[config.mk]
export PLATFORM = sky130hd
export DESIGN_NAME = atm_session_controller
export DESIGN_NICKNAME = d
export VERILOG_FILES = /design/src/rtl/atm_pkg.sv /design/src/rtl/atm_account_store.sv /design/src/rtl/atm_session_controller.sv
export SDC_FILE = /design/constraint.sdc
export NUM_CORES = 1
export LEC_CHECK = 0
export CORE_MARGIN = 3
export CORE_UTILIZATION = 40
export CTS_BUF_LIST = sky130_fd_sc_hd__clkbuf_8
export DETAILED_ROUTE_END_ITERATION = 12
export GPL_TIMING_DRIVEN = 0
export PLACE_DENSITY = 0.58
export SYNTH_ARGS = -nofsm -noshare
export SYNTH_HDL_FRONTEND = slang
export SYNTH_HIERARCHICAL = 1
export SYNTH_SLANG_ARGS = --single-unit
[constraint.sdc]
create_clock -name clk -period 15.2 [get_ports clk]
set_clock_uncertainty 0.15 [all_clocks]
set_input_delay 3.04 -clock clk [delete_from_list [all_inputs] [get_ports clk]]
set_output_delay 3.04 -clock clk [all_outputs]
set_load 0.02 [all_outputs]
[src/rtl/atm_pkg.sv]
// Shared encodings for the ATM session controller and the display side.
// Holds the FSM state type, request op codes and response status codes,
// plus a small helper that tells whether an op code is a defined operation.
package atm_pkg;

  typedef enum logic [2:0] {
    ST_IDLE = 3'd0,
    ST_AUTH = 3'd1,
    ST_MENU = 3'd2,
    ST_EXEC = 3'd3
  } state_e;

  localparam logic [2:0] OP_LOGIN      = 3'd0;
  localparam logic [2:0] OP_BALANCE    = 3'd1;
  localparam logic [2:0] OP_WITHDRAW   = 3'd2;
  localparam logic [2:0] OP_DEPOSIT    = 3'd3;
  localparam logic [2:0] OP_CHANGE_PIN = 3'd4;
  localparam logic [2:0] OP_EXIT       = 3'd5;

  localparam logic [2:0] RSP_OK      = 3'd0;
  localparam logic [2:0] RSP_PIN     = 3'd1;
  localparam logic [2:0] RSP_LOCKED  = 3'd2;
  localparam logic [2:0] RSP_NO_ACC  = 3'd3;
  localparam logic [2:0] RSP_FUNDS   = 3'd4;
  localparam logic [2:0] RSP_AMOUNT  = 3'd5;
  localparam logic [2:0] RSP_SEQ     = 3'd6;
  localparam logic [2:0] RSP_TIMEOUT = 3'd7;

  // Op codes 6 and 7 are reserved and answered with RSP_SEQ.
  function automatic logic op_defined(input logic [2:0] op_code);
    return (op_code <= OP_EXIT);
  endfunction

endpackage

[src/rtl/atm_account_store.sv]
// Per-account register file: balance, PIN, lock bit and consecutive-fail counter.
// One combinational read port and one synchronous write port (all fields of one
// account written together). Out-of-range indices read as zero and ignore writes.
// Ports:
//   clk, rst_n        clock, async active-low reset (restores initial contents)
//   rd_idx            read account index; rd_bal/rd_pin/rd_lock/rd_fail read data
//   wr_en, wr_idx     write strobe and account index
//   wr_bal/wr_pin/wr_lock/wr_fail  write data
module atm_account_store
  import atm_pkg::*;
#(
  parameter int NUM_ACCOUNTS = 10,
  parameter int ACC_W        = 4,
  parameter int BAL_W        = 16,
  parameter int PIN_W        = 16,
  parameter int FAIL_W       = 2,
  parameter int INIT_BALANCE = 500,
  parameter int INIT_PIN     = 1234
) (
  input  logic              clk,
  input  logic              rst_n,
  input  logic [ACC_W-1:0]  rd_idx,
  output logic [BAL_W-1:0]  rd_bal,
  output logic [PIN_W-1:0]  rd_pin,
  output logic              rd_lock,
  output logic [FAIL_W-1:0] rd_fail,
  input  logic              wr_en,
  input  logic [ACC_W-1:0]  wr_idx,
  input  logic [BAL_W-1:0]  wr_bal,
  input  logic [PIN_W-1:0]  wr_pin,
  input  logic              wr_lock,
  input  logic [FAIL_W-1:0] wr_fail
);

  localparam logic [BAL_W-1:0] INIT_BAL_L = BAL_W'(INIT_BALANCE);
  localparam logic [PIN_W-1:0] INIT_PIN_L = PIN_W'(INIT_PIN);

  logic [BAL_W-1:0]  bal_r  [NUM_ACCOUNTS];
  logic [PIN_W-1:0]  pin_r  [NUM_ACCOUNTS];
  logic              lock_r [NUM_ACCOUNTS];
  logic [FAIL_W-1:0] fail_r [NUM_ACCOUNTS];

  logic rd_ok_s;
  logic wr_ok_s;

  assign rd_ok_s = (int'(rd_idx) < NUM_ACCOUNTS);
  assign wr_ok_s = (int'(wr_idx) < NUM_ACCOUNTS);

  // Read mux; an invalid index returns an all-zero record.
  always_comb begin
    rd_bal  = {BAL_W{1'b0}};
    rd_pin  = {PIN_W{1'b0}};
    rd_lock = 1'b0;
    rd_fail = {FAIL_W{1'b0}};
    if (rd_ok_s) begin
      rd_bal  = bal_r[rd_idx];
      rd_pin  = pin_r[rd_idx];
      rd_lock = lock_r[rd_idx];
      rd_fail = fail_r[rd_idx];
    end else begin
      rd_bal  = {BAL_W{1'b0}};
    end
  end

  // Storage registers; reset restores every account to its initial record.
  always_ff @(posedge clk or negedge rst_n) begin
    if (!rst_n) begin
      for (int i = 0; i < NUM_ACCOUNTS; i++) begin
        bal_r[i]  <= INIT_BAL_L;
        pin_r[i]  <= INIT_PIN_L;
        lock_r[i] <= 1'b0;
        fail_r[i] <= {FAIL_W{1'b0}};
      end
    end else if (wr_en && wr_ok_s) begin
      bal_r[wr_idx]  <= wr_bal;
      pin_r[wr_idx]  <= wr_pin;
      lock_r[wr_idx] <= wr_lock;
      fail_r[wr_idx] <= wr_fail;
    end
  end

endmodule

[src/rtl/atm_session_controller.sv]
// ATM session controller: login FSM with PIN retry lockout, one operation per
// accepted request, session timeout and card-removal handling.
// Ports:
//   clk, rst_n   clock, async active-low reset
//   card_in      card present level
//   req_valid/req_ready  request handshake; op, acc_num, pin, amount request payload
//   rsp_valid    one-cycle response pulse with rsp_status and balance
//   state        current FSM state (IDLE/AUTH/MENU/EXEC)
// Timing: a request accepted at cycle N moves to AUTH/EXEC at N+1 and the
// response appears at N+2 together with the follow-on state. Sequencing
// errors (SEQ) are answered one cycle after acceptance without leaving state.
module atm_session_controller
  import atm_pkg::*;
#(
  parameter int NUM_ACCOUNTS   = 10,
  parameter int BAL_W          = 16,
  parameter int PIN_W          = 16,
  parameter int INIT_BALANCE   = 500,
  parameter int INIT_PIN       = 1234,
  parameter int MAX_PIN_TRIES  = 3,
  parameter int TIMEOUT_CYCLES = 1000,
  parameter int ACC_W          = (NUM_ACCOUNTS > 1) ? $clog2(NUM_ACCOUNTS) : 1
) (
  input  logic             clk,
  input  logic             rst_n,
  input  logic             card_in,
  input  logic             req_valid,
  output logic             req_ready,
  input  logic [2:0]       op,
  input  logic [ACC_W-1:0] acc_num,
  input  logic [PIN_W-1:0] pin,
  input  logic [BAL_W-1:0] amount,
  output logic             rsp_valid,
  output logic [2:0]       rsp_status,
  output logic [BAL_W-1:0] balance,
  output logic [2:0]       state
);

  localparam int FAIL_W = $clog2(MAX_PIN_TRIES + 1);
  localparam int TMO_W  = $clog2(TIMEOUT_CYCLES + 1);
  localparam logic [FAIL_W-1:0] MAX_FAIL_L = FAIL_W'(MAX_PIN_TRIES);
  localparam logic [TMO_W-1:0]  TMO_LAST_L = TMO_W'(TIMEOUT_CYCLES - 1);

  state_e            state_r;
  logic              rdy_en_r;
  logic              rsp_valid_r;
  logic [2:0]        rsp_status_r;
  logic [BAL_W-1:0]  balance_r;
  logic [ACC_W-1:0]  acc_r;
  logic [2:0]        op_r;
  logic [PIN_W-1:0]  pin_r;
  logic [BAL_W-1:0]  amt_r;
  logic [TMO_W-1:0]  tmo_r;

  logic              accept_s;
  logic              acc_ok_s;
  logic [BAL_W-1:0]  st_bal_s;
  logic [PIN_W-1:0]  st_pin_s;
  logic              st_lock_s;
  logic [FAIL_W-1:0] st_fail_s;
  logic              wr_en_s;
  logic [BAL_W-1:0]  wr_bal_s;
  logic [PIN_W-1:0]  wr_pin_s;
  logic              wr_lock_s;
  logic [FAIL_W-1:0] wr_fail_s;
  logic [2:0]        res_status_s;
  logic [BAL_W-1:0]  res_bal_s;
  logic [BAL_W:0]    sum_s;

  // rdy_en_r keeps req_ready low while reset is applied, whatever card_in does.
  assign req_ready  = rdy_en_r && ((state_r == ST_IDLE && card_in) || state_r == ST_MENU);
  assign accept_s   = req_valid && req_ready;
  assign acc_ok_s   = (int'(acc_r) < NUM_ACCOUNTS);
  assign sum_s      = {1'b0, st_bal_s} + {1'b0, amt_r};
  assign rsp_valid  = rsp_valid_r;
  assign rsp_status = rsp_status_r;
  assign balance    = balance_r;
  assign state      = state_r;

  atm_account_store #(
    .NUM_ACCOUNTS (NUM_ACCOUNTS),
    .ACC_W        (ACC_W),
    .BAL_W        (BAL_W),
    .PIN_W        (PIN_W),
    .FAIL_W       (FAIL_W),
    .INIT_BALANCE (INIT_BALANCE),
    .INIT_PIN     (INIT_PIN)
  ) u_store (
    .clk     (clk),
    .rst_n   (rst_n),
    .rd_idx  (acc_r),
    .rd_bal  (st_bal_s),
    .rd_pin  (st_pin_s),
    .rd_lock (st_lock_s),
    .rd_fail (st_fail_s),
    .wr_en   (wr_en_s),
    .wr_idx  (acc_r),
    .wr_bal  (wr_bal_s),
    .wr_pin  (wr_pin_s),
    .wr_lock (wr_lock_s),
    .wr_fail (wr_fail_s)
  );

  // Result of the AUTH / EXEC cycle and the matching store write-back.
  always_comb begin
    wr_en_s      = 1'b0;
    wr_bal_s     = st_bal_s;
    wr_pin_s     = st_pin_s;
    wr_lock_s    = st_lock_s;
    wr_fail_s    = st_fail_s;
    res_status_s = RSP_SEQ;
    res_bal_s    = st_bal_s;
    case (state_r)
      ST_AUTH: begin
        if (!acc_ok_s) begin
          res_status_s = RSP_NO_ACC;
        end else if (st_lock_s) begin
          // Locked accounts leave the fail counter untouched.
          res_status_s = RSP_LOCKED;
        end else if (pin_r != st_pin_s) begin
          res_status_s = RSP_PIN;
          wr_en_s      = 1'b1;
          wr_fail_s    = st_fail_s + FAIL_W'(1);
          wr_lock_s    = (wr_fail_s == MAX_FAIL_L);
        end else begin
          res_status_s = RSP_OK;
          wr_en_s      = 1'b1;
          wr_fail_s    = {FAIL_W{1'b0}};
        end
      end
      ST_EXEC: begin
        case (op_r)
          OP_BALANCE: res_status_s = RSP_OK;
          OP_WITHDRAW: begin
            if (amt_r == {BAL_W{1'b0}}) begin
              res_status_s = RSP_AMOUNT;
            end else if (amt_r > st_bal_s) begin
              res_status_s = RSP_FUNDS;
            end else begin
              res_status_s = RSP_OK;
              wr_en_s      = 1'b1;
              wr_bal_s     = st_bal_s - amt_r;
              res_bal_s    = wr_bal_s;
            end
          end
          OP_DEPOSIT: begin
            // A carry out of BAL_W means the balance cannot represent the sum.
            if (amt_r == {BAL_W{1'b0}} || sum_s[BAL_W]) begin
              res_status_s = RSP_AMOUNT;
            end else begin
              res_status_s = RSP_OK;
              wr_en_s      = 1'b1;
              wr_bal_s     = sum_s[BAL_W-1:0];
              res_bal_s    = wr_bal_s;
            end
          end
          OP_CHANGE_PIN: begin
            res_status_s = RSP_OK;
            wr_en_s      = 1'b1;
            wr_pin_s     = pin_r;
          end
          OP_EXIT: res_status_s = RSP_OK;
          default: res_status_s = RSP_SEQ;
        endcase
      end
      default: res_status_s = RSP_SEQ;
    endcase
  end

  // Session FSM with registered response, balance and timeout counter.
  always_ff @(posedge clk or negedge rst_n) begin
    if (!rst_n) begin
      state_r      <= ST_IDLE;
      rdy_en_r     <= 1'b0;
      rsp_valid_r  <= 1'b0;
      rsp_status_r <= 3'd0;
      balance_r    <= {BAL_W{1'b0}};
      acc_r        <= {ACC_W{1'b0}};
      op_r         <= 3'd0;
      pin_r        <= {PIN_W{1'b0}};
      amt_r        <= {BAL_W{1'b0}};
      tmo_r        <= {TMO_W{1'b0}};
    end else begin
      rdy_en_r    <= 1'b1;
      rsp_valid_r <= 1'b0;
      case (state_r)
        ST_IDLE: begin
          tmo_r     <= {TMO_W{1'b0}};
          balance_r <= {BAL_W{1'b0}};
          if (accept_s) begin
            if (op == OP_LOGIN) begin
              acc_r   <= acc_num;
              pin_r   <= pin;
              state_r <= ST_AUTH;
            end else begin
              rsp_valid_r  <= 1'b1;
              rsp_status_r <= RSP_SEQ;
            end
          end
        end
        ST_AUTH: begin
          rsp_valid_r  <= 1'b1;
          rsp_status_r <= res_status_s;
          if (res_status_s == RSP_OK && card_in) begin
            state_r   <= ST_MENU;
            balance_r <= res_bal_s;
          end else begin
            state_r   <= ST_IDLE;
            balance_r <= {BAL_W{1'b0}};
          end
        end
        ST_MENU: begin
          // An accept in the same cycle as timeout expiry wins and clears the counter.
          if (accept_s) begin
            tmo_r <= {TMO_W{1'b0}};
            if (op == OP_LOGIN || !op_defined(op)) begin
              rsp_valid_r  <= 1'b1;
              rsp_status_r <= RSP_SEQ;
            end else begin
              op_r    <= op;
              pin_r   <= pin;
              amt_r   <= amount;
              state_r <= ST_EXEC;
            end
          end else if (!card_in) begin
            state_r   <= ST_IDLE;
            balance_r <= {BAL_W{1'b0}};
            tmo_r     <= {TMO_W{1'b0}};
          end else if (tmo_r == TMO_LAST_L) begin
            rsp_valid_r  <= 1'b1;
            rsp_status_r <= RSP_TIMEOUT;
            state_r      <= ST_IDLE;
            balance_r    <= {BAL_W{1'b0}};
            tmo_r        <= {TMO_W{1'b0}};
          end else begin
            tmo_r <= tmo_r + TMO_W'(1);
          end
        end
        ST_EXEC: begin
          rsp_valid_r  <= 1'b1;
          rsp_status_r <= res_status_s;
          if (op_r == OP_EXIT || !card_in) begin
            state_r   <= ST_IDLE;
            balance_r <= {BAL_W{1'b0}};
          end else begin
            state_r   <= ST_MENU;
            balance_r <= res_bal_s;
          end
        end
        default: begin
          state_r   <= ST_IDLE;
          balance_r <= {BAL_W{1'b0}};
        end
      endcase
    end
  end

endmodule

==> metrics.cfg <==
[outcome]
status=complete, no violations

[timing]
maxSlewViolCount=0
worst_slew_pin_slew_ps=1239
finalWorstPathRequiredPeriod_ps=8060
post-route-period-util=0.5303
finalHoldViolCount=0
slew_headroom=0.1724
tns_ps=0
max_freq_mhz=124.1
setup_viol=0
rsz0062_at_grt=no

[power_and_ir_drop]
p_per_area_nw_per_um2=113.6
p_total_mw=2.831
p_leak_nw=11.40
ir_drop_mv=0.06608

[clock_tree]
htreeDepth=3
cts-root-buf=clkbuf_8
cts.sinks=422
insertion_delay_ps=690
cts_tree=built
ctsHoldBuffers=0
path_clk_slew_ps=50
cts-buffers-inserted=76
clock_path_buffers=3
cts_resized=0
cts_setup_buffers=0

[critical_path]
cp_max_fo=10
cp.required_ps=15570
r2r_setup_slack_ps=7140
worstReg2RegStart=acc_r[2]$_DFFE_PN0P_
crit_arrival_ps=8430
critPathLaunch=acc_r[2]$_DFFE_PN0P_
start_kind=flip-flop
r2r-end=u_store/pin_r[29]$_DFFE_PN0P_
end_kind=flip-flop
rr_worst_depth=21
critPathKind=flip-flop to flip-flop

[worst_hold_path]
holdPathEnd=u_store/bal_r[30]$_DFFE_PN0P_
hold_path_class=flip-flop to flip-flop
min_path_cells=1
hp-start=u_store/bal_r[30]$_DFFE_PN0P_

[layout]
diodes=0
final_util=0.4678
drive_above_1_share=0.3545
fin_cells=2685
nets=2014
area_delta_synth_final_pct=14.30
fin_area_um2=24930

[die]
die_area_um2=57370
start_util=0.4093
chipHeight_um=239.5
die_x_um=239.5
coreArea_um2=53290
num_rows=84
pin_count=67

[grt]
grt_max_degree=121
antenna_found_initial=1
grt_pass1_wl_um=95990
grtUsageTotal=0.2218
grt_overflow=0
grt_pass1_vias=15640

[synthesis]
seq_area_frac_synth=0.4905
synthArstFlopShare=1.000
synth_area_um2=21810
synth_seq_cells=422
syn_nets=1867
avgSynthCellArea_um2=12.20
synth_cells=1788
synth-main-ff-cell=dfrtp_1
synth_edf_count=0
synth_cell_types=81
yosys_warnings=6

[drt]
drt_wl_total_um=63130
drtIter0Drc=1051
wl_per_cell_um=23.51
routed-via-count=15150
routed_via_density=5.641
drcViolationCount=0
drt-pass1-iter-count=5
ant_nets=0

[placement]
gp_congestion=0.8822
io_buffers=65
postPlaceCellArea_um2=23430
place_inst=2545
dp_hpwl_um=42990

[flow_run]
cap_violations=0

-- synth_stat cells (4+ instances only) --
cell      count  area share
mux2_2      383        0.20
dfrtp_1     312        0.36
mux2i_1     152       0.070
dfstp_2     110        0.13
nand2_1      94       0.016
o21ai_0      62       0.014
o22ai_1      54       0.015
nor2_1       53      0.0091
buf_2        51       0.012
inv_1        39      0.0067
buf_1        38      0.0065
ha_1         34       0.020
clkbuf_1     33      0.0057
a21oi_1      31      0.0071
nand3_1      21      0.0048
xor2_1       19      0.0076
a22oi_1      17      0.0059
buf_4        17      0.0059
nand2b_1     16      0.0046
nor2b_1      16      0.0046
a221oi_1     14      0.0056
a31oi_1      13      0.0037
and2_1       13      0.0037
mux4_2       13       0.013
nor3_1       13      0.0030
a22o_1       12      0.0048
a221o_1      11      0.0050
nor4_1       10      0.0029
a32oi_1       8      0.0032
o21bai_1      8      0.0028
o221ai_1      8      0.0032
o31ai_1       8      0.0028
nand3b_1      7      0.0024
mux2_1        6      0.0031
nand4_1       6      0.0017
a21o_1        5      0.0017
and3_1        5      0.0014
o21a_1        5      0.0017
buf_6         4      0.0021
o211ai_1      4      0.0014
-- critical path: stages (launching register included) --
cell      delay [ps]
dfrtp_1          450
clkbuf_1         280
nor2_1           970
nand2_1          560
clkbuf_1         550
o22ai_1          640
ha_1             280
inv_1             60
fa_1             410
o21bai_1         220
o211ai_1         210
a21boi_2         340
a21oi_2          120
and2_1           230
o21ai_2          180
buf_6            170
buf_2            280
nand2_1          180
nor3b_1          200
nand3b_1         570
buf_2            460
mux2_2           370
-- routing by layer --
metal / vias to the layer above / GRT usage / wire (um)
li1: 6864 / - / -
met1: 7779 / 0.2947 / 28160
met2: 380 / 0.3670 / 30020
met3: 123 / 0.03915 / 2892
met4: 0 / 0.07642 / 2055
met5: - / 0 / 0
-- through the flow --
stage | hold slack, ps | setup WS, ps
after floorplan | 307.8 | 8493
after global placement | 317.6 | -7286
after detailed placement | 329.5 | 7174
after CTS | 341.9 | 7117
after global routing | 358.5 | 6851
final | 350.8 | 7140
-- power by group --
group / switching [mW] / total, mW / leakage [nW] / internal [mW]
clock: 0.483 / 1.05 / 0.913 / 0.565
combinational: 0.386 / 0.593 / 5.04 / 0.207
sequential: 0.0275 / 1.19 / 5.45 / 1.16
total: 0.896 / 2.83 / 11.4 / 1.93
-- worst max-delay path by stage --
stage	end	slack (ps)	cells past startpoint
floorplan	req_ready	8490	2
global placement	u_store/pin_r[85]$_DFFE_PN0P_	-7290	1
detailed placement	u_store/pin_r[28]$_DFFE_PN0P_	7170	21
CTS	u_store/pin_r[29]$_DFFE_PN0P_	7120	21
global route	u_store/bal_r[16]$_DFFE_PN0P_	6850	21
finish	u_store/pin_r[29]$_DFFE_PN0P_	7140	21
-- area by class of cell --
type	instances	area [um2]
clock inverters	52	291.5
well taps	688	860.8
repair buffers	69	749.5
fillers	4840	28360
flip-flops and latches	422	10700
inverters	42	157.7
multi-input cells	1181	10270
plain buffers	143	694.4
clock buffers	88	1211
-- flip-flops by register name (all words and copies together) (netlist names), 3 cells and up --
name	cells
op_r	3
u_store/fail_r	20
pin_r	16
tmo_r	10
amt_r	16
u_store/pin_r	160
balance	16
rsp_status	3
acc_r	4
u_store/lock_r	10
u_store/bal_r	160
-- logic make-up after synthesis --
logic type,count (synthesis),share of synthesized area
compound gates,291,0.09179
xor+xnor,22,0.008835
fa+ha+maj,36,0.02134
buf+inv,185,0.03907
flops,422,0.4905
mux,554,0.2840
other cells,2,0.0003443
simple gates,276,0.06414
-- cells in the final DEF (no fill, tap or decap), drive strengths merged, types with 33 or more instances in the layout --
master	n
ha	34
clkbuf	121
clkdlybuf4s50	64
dfstp	110
buf	115
dfrtp	312
mux2i	152
inv	84
a21oi	33
o22ai	54
mux2	389
nand2	95
nor2	56
o21ai	63
No activity file was read; power rests on OpenSTA's default activity.
